### config.mk
export PLATFORM = sky130hd
export DESIGN_NAME = run_monitor
export DESIGN_NICKNAME = d
export VERILOG_FILES = /design/src/rtl/run_monitor.sv
export SDC_FILE = /design/constraint.sdc
export NUM_CORES = 1
export LEC_CHECK = 0
export ABC_AREA = 1
export BUFFER_PORTS_ARGS = -buffer_cell sky130_fd_sc_hd__buf_2
export CAP_MARGIN = 20
export CORE_MARGIN = 8
export CORE_UTILIZATION = 51
export DETAILED_ROUTE_END_ITERATION = 16
export PLACE_DENSITY = 0.81
export SLEW_MARGIN = 25
export SYNTH_ARGS = -nofsm -noshare
export SYNTH_HDL_FRONTEND = slang
export SYNTH_SLANG_ARGS = --single-unit
### constraint.sdc
create_clock -name clk -period 2.7 [get_ports clk]
set_input_delay 0.135 -clock clk [delete_from_list [all_inputs] [get_ports clk]]
set_output_delay 0.135 -clock clk [all_outputs]
set_load 0.01 [all_outputs]
### src/rtl/run_monitor.sv
// run_monitor: launches a CPU run, detects halt/invalid-PC/stall/timeout, then dumps all 32 registers.
// Define RUN_MONITOR_STALL_EN to compile in stall detection (cause 4).
module run_monitor #(
    parameter logic [31:0] HALT_PC     = 32'h00000100,
    parameter int          MAX_CYCLES  = 1000,
    parameter int          STALL_LIMIT = 16
) (
    input  logic        clk,
    input  logic        rst,
    input  logic        start,
    input  logic [31:0] pc_in,
    input  logic        pc_valid,
    input  logic [31:0] reg_data,
    output logic        cpu_rstn,
    output logic        cpu_hold,
    output logic [4:0]  reg_sel,
    output logic        running,
    output logic        done,
    output logic [2:0]  cause,
    output logic [31:0] cycle_count,
    output logic        dump_valid,
    output logic [4:0]  dump_idx,
    output logic [31:0] dump_data
);
    typedef enum logic [1:0] {IDLE, RUN, DUMP, DONE} state_t;
    state_t state, next;
    logic [4:0] k;
    logic [2:0] term;
    logic launch, stall_hit;

    if (MAX_CYCLES < 2 || STALL_LIMIT < 2) begin : g_param_range_violated
    end

    assign launch = (state == IDLE || state == DONE) && start;

`ifdef RUN_MONITOR_STALL_EN
    logic [31:0] prev_pc, stall_cnt;
    logic same;
    // The first RUN cycle has no valid predecessor PC, so it never counts as a repeat.
    assign same      = cycle_count != '0 && pc_valid && pc_in == prev_pc;
    assign stall_hit = same && stall_cnt == 32'(STALL_LIMIT - 1);
    always_ff @(posedge clk or posedge rst) begin
        if (rst) begin
            prev_pc   <= '0;
            stall_cnt <= '0;
        end else if (launch) begin
            stall_cnt <= '0;
        end else if (state == RUN) begin
            prev_pc   <= pc_in;
            stall_cnt <= same ? stall_cnt + 32'd1 : '0;
        end
    end
`else
    assign stall_hit = 1'b0;
`endif

    assign term = !pc_valid                           ? 3'd2 :
                  pc_in == HALT_PC                    ? 3'd1 :
                  stall_hit                           ? 3'd4 :
                  cycle_count == 32'(MAX_CYCLES - 1)  ? 3'd3 : 3'd0;

    always_ff @(posedge clk or posedge rst) begin
        if (rst) state <= IDLE;
        else     state <= next;
    end

    always_comb begin
        next = state;
        case (state)
            IDLE, DONE: next = start ? RUN : state;
            RUN:        next = term != 3'd0 ? DUMP : RUN;
            DUMP:       next = k == 5'd31 ? DONE : DUMP;
            default:    next = state;
        endcase
    end

    assign cpu_rstn = state != IDLE;
    assign cpu_hold = state != RUN;
    assign running  = state == RUN;
    assign done     = state == DONE;
    assign reg_sel  = state == DUMP ? k : 5'd0;

    always_ff @(posedge clk or posedge rst) begin
        if (rst) begin
            cause       <= '0;
            cycle_count <= '0;
            k           <= '0;
            dump_valid  <= 1'b0;
            dump_idx    <= '0;
            dump_data   <= '0;
        end else begin
            dump_valid <= state == DUMP;
            if (launch) begin
                cause       <= '0;
                cycle_count <= '0;
                k           <= '0;
            end
            if (state == RUN) begin
                cycle_count <= cycle_count + 32'(cycle_count != '1);
                if (term != 3'd0) cause <= term;
            end
            if (state == DUMP) begin
                dump_data <= reg_data;
                dump_idx  <= k;
                k         <= k + 5'd1;
            end
        end
    end
endmodule

* Word level (Yosys, flattened, before mapping)
Cells that the tools add are included.
Storage, ports and cells: word-level logic and storage cells 41, flip-flop bits (word level) 80
Cells by class: reductions and logical operators 8, muxes and demuxes 15, add/subtract/negate cells 2, equal/unequal tests 9
Operators with widths (count):
- 32-bit 2-to-1 mux | 2
- 32-bit by 1-bit adder with 32-bit output | 1
- 32-bit by 10-bit == test with 1-bit output, second input constant | 1
- 32-bit by 9-bit == test with 1-bit output, second input constant | 1
- 32-bit != test, second input constant | 1
- 5-bit 2-to-1 mux | 3
- 2-bit 2-to-1 mux | 5
- 3-bit 2-to-1 mux | 3
- 2-bit case mux with 3 select lines | 1
- 2-bit nonzero test | 3
- 5-bit by 1-bit adder with 5-bit output, second input constant | 1
- 5-bit == test, second input constant | 1
- 2-bit == test, second input constant | 2
- 3-bit nonzero test | 1
- 2-bit by 1-bit == test with 1-bit output, second input constant | 1
- 2-bit logical NOT | 1
- 2-bit by 1-bit != test with 1-bit output, second input constant | 1
- 2-bit != test, second input constant | 1
- 2-bit OR reduction | 1
- 1-bit logical AND | 1
- 1-bit logical OR | 1
- 1-bit 2-to-1 mux | 1

* Depth between registers and ports, before layout
word-level depth 7, depth in mapped cells 16, gate-level depth less buffers 16

* Least setup slack after synthesis
Ideal clock, no wire load.
path type register to register, from reg cycle_count[9], to reg cycle_count[8], path slack 0.658 ns, setup time 0.063 ns, path buffers 0, data arrival time 1.979 ns, clock period less this slack 2.042 ns, data required time 2.637 ns, cell stages (with the launch flop) 15, cells stage by stage dfrtp_1 nand2_2 nor2_4 inv_1 nor3_1 nand3_1 ha_1 nand2_1 inv_1 nand2_1 inv_2 nand2_2 nor2_4 mux2_2 inv_1
Between the ends: longest elaborated chain between the ends 3
RTL lines:
- start: declaration | line 20 | output logic [31:0] cycle_count,
- start signal: assignment | line 99 | cycle_count <= cycle_count + 32'(cycle_count != '1);
- 32-bit != test | line 99
- 32-bit by 1-bit adder with 32-bit output | line 99
- 32-bit 2-to-1 mux | line 98 | if (state == RUN) begin
No other way between the ends. A chain may end at the register's enable or synchronous reset.

* Worst setup path in the final report
from reg cycle_count[18], to reg cycle_count[22]
Between the ends: longest elaborated chain between the ends 3
RTL lines (line):
- 32-bit != test | 99
- 32-bit by 1-bit adder with 32-bit output * | 99
- 32-bit 2-to-1 mux * | 98
Every way passes the cells marked *; elsewhere a longest branch is shown, timed or not.

==> impl_metrics.csv <==
group,metric,value,unit
setup_path,path_class,"flop to flop",
run_status,status,"finished, final reports clean",
finish,drive_above_1_share,0.2596,
grt,antenna_found_initial,0,
setup_path,cp_top_family,"simple AND/OR/NAND/NOR gates",
power_and_ir_drop,ir_drop,0.5220,mV
timing,hold_viol,0,
finish,final_cell_mix,"210 x nand2_1, 149 x buf_2, 80 x dfrtp_1",
setup_path,cp_max_fo,6,
finish,area_delta_synth_final,31.68,%
cts,clk_pin_slew,0.09,ns
setup_path,cp.required,2.95,ns
finish,finalNetCount,853,
drt,vias_per_cell,5.074,
grt,grt_pass1_wl,21680,microns
placement,placed_area,5197,sq um
timing,fin_tns_setup,0,ns
synthesis,netlist_area,4352,sq um
timing,slew-limit-headroom,0.4717,
setup_path,cp-start-kind,"flop",
grt,grt_overflow,0,
finish,post-route-util,0.6939,
synthesis,synth-seq-area-share,0.4600,
drt,vias,4501,
cts,clk_latency,0.37,ns
drt,drt_wl_total,13180,microns
placement,place.gp.congestion,0.8669,
placement,pre_cts_ws,0.4796,ns
die,die_w,108.4,microns
drt,drc,0,
finish,fin_cells,887,
timing,slew_violations,0,
finish,final_common_cell,"nand2_1",
placement,place_inst,838,
setup_path,path_common_cell,"nand2_1",
cts,root_buffer,"clkbuf_8",
synthesis,avgSynthCellArea,7.326,sq um
drt,first_iter_violations,203,
cts,cts_tree,"built",
grt,grt_max_degree,46,
cts,numCtsBuffers,9,
flow_run,drv_cap,0,
die,initial_core_util,0.5270,
timing,tightest_slew,0.7914,ns
die,rows,33,
grt,grt_usage,0.2309,
placement,dp_hpwl,9388,microns
setup_path,crit_chain,"nand2_1 > nor2_1 > nand3_1 > nor3_1 > nand3_1 > ha_1 > nand2_1 > inv_1 > nand2_1 > inv_2 > nand2_2 > nor2_4 > nand3_2 > nor2_1 > nand2_1 > o21ai_0",
die,die_area,11740,sq um
drt,first_pass_iters,5,
synthesis,synth_seq_cells,80,
setup_path,slowest_stage,"dfrtp_1",
synthesis,ys_types,32,
setup_path,cp_data_arrival_time,2.53,ns
setup_path,cpPeakStageDelay,0.44,ns
timing,min_period,2.284,ns
timing,clock-skew-final,0.01960,ns
grt,grt_pass1_vias,4625,
die,die_y,108.4,microns
power_and_ir_drop,total_power,4.390,mW
synthesis,synth.net_count,670,
drt,antenna_left,0,
drt,post_drt_wl_per_cell,14.86,microns
timing,timing.final.crit_share,0.8459,
hold_path,hold_path.class,"input port to flop",
synthesis,yosysWarnings,0,
timing,timing.final.ws_setup,0.4160,ns
die,core-area,8258,sq um
timing,fmax,437.8,MHz
cts,htree_levels,3,
cts,clock_path_buffers,2,
power_and_ir_drop,p_leak,3.225,nW
cts,clock-sinks,80,
setup_path,cp-end-kind,"flop",
finish,diodes,0,
timing,rsz0062_at_grt,"false",
power_and_ir_drop,power_density,766.1,nW/um^2
synthesis,synthCells,594,
die,io_pins,150,
timing,finalSetupViolCount,0,
finish,final_area,5731,sq um
timing,hold_ws,0.06350,ns
setup_path,worst-path-buf-inv,2,
placement,io_buffers,149,
[path summary, 6_finish.rpt]
path	endpoint	depth (start not counted)	startpoint	slack, ns
worst min register to register	dump_data[15]$_DFFE_PP0P_	2	dump_data[15]$_DFFE_PP0P_	0.47
worst max register to register	cycle_count[22]$_DFFE_PP0P_	16	cycle_count[18]$_DFFE_PP0P_	0.42
max in group asynchronous	cycle_count[0]$_DFFE_PP0P_	4	rst	1.52
min in group asynchronous	dump_data[1]$_DFFE_PP0P_	3	rst	0.46
worst max-delay path	cycle_count[22]$_DFFE_PP0P_	16	cycle_count[18]$_DFFE_PP0P_	0.42
worst min-delay path	state[0]$_DFFE_PP0P_	3	start	0.06
[cell type report]
cell class | count | area, sq um
clock buffer | 9 | 123.9
clock inverter | 7 | 78.83
fill | 677 | 2527
inverter | 78 | 292.8
multi-input combinational | 423 | 1991
sequential | 80 | 2002
tap | 105 | 131.4
timing repair buffer | 185 | 1111
[power breakdown]
group	total (mW)	leakage [nW]	switching, mW	internal (mW)
Combinational	1.64	2.08	1.04	0.605
Clock	0.921	0.0977	0.484	0.437
Sequential	1.83	1.05	0.269	1.56
Total	4.39	3.22	1.79	2.60
[logic make-up (layout without fill, tap and decap cells)]
family	Yosys count	after routing	share of synthesized area
xor+xnor	2	2	0.004026
mux	1	1	0.002588
flops	80	80	0.4600
simple gates	370	370	0.3769
buf+inv	91	279	0.08252
compound gates	42	42	0.05089
fa+ha+maj	8	8	0.02300
[worst register-to-register path, stage by stage, from the launching register on]
cell and delay [ns]:
dfrtp_1 0.44, nand2_1 0.18, nor2_1 0.13, nand3_1 0.12
nor3_1 0.23, nand3_1 0.13, ha_1 0.20, nand2_1 0.09
inv_1 0.08, nand2_1 0.11, inv_2 0.05, nand2_2 0.09
nor2_4 0.06, nand3_2 0.09, nor2_1 0.06, nand2_1 0.05
o21ai_0 0.07
[routing by layer]
metal	up-vias	part of all wire	GRT usage
met4	0	0.028	0.1056
met3	35	0.080	0.06306
met2	180	0.50	0.3941
li1	2221	-	-
met5	-	0	0
met1	2065	0.39	0.2642
[registers in the layout, indices dropped and copies added, names as in the netlist]
signal       flops
dump_data       32
cause            3
k                5
cycle_count     32
dump_idx         5
dump_valid       1
state            2
[Yosys cell counts (all sizes together)]
master	count	area share
a21oi	8	0.0092
a22o	1	0.0020
a32oi	1	0.0020
and2	3	0.0043
buf	4	0.0075
clkbuf	9	0.0078
dfrtp	80	0.46
ha	8	0.023
inv	78	0.067
mux2	1	0.0026
nand2	219	0.19
nand3	38	0.046
nand3b	1	0.0026
nand4	15	0.023
nor2	75	0.076
nor3	15	0.022
nor4	3	0.0078
o21ai	31	0.036
o32ai	1	0.0020
or2	1	0.0014
xor2	2	0.0040
[repair_timing]
item,4_1_cts,5_1_grt
buffers inserted,0,0
hold buffers,33,0
gates resized for setup,0,0
hold endpoints to repair,68,0
Power figures use the tool's default switching activity.
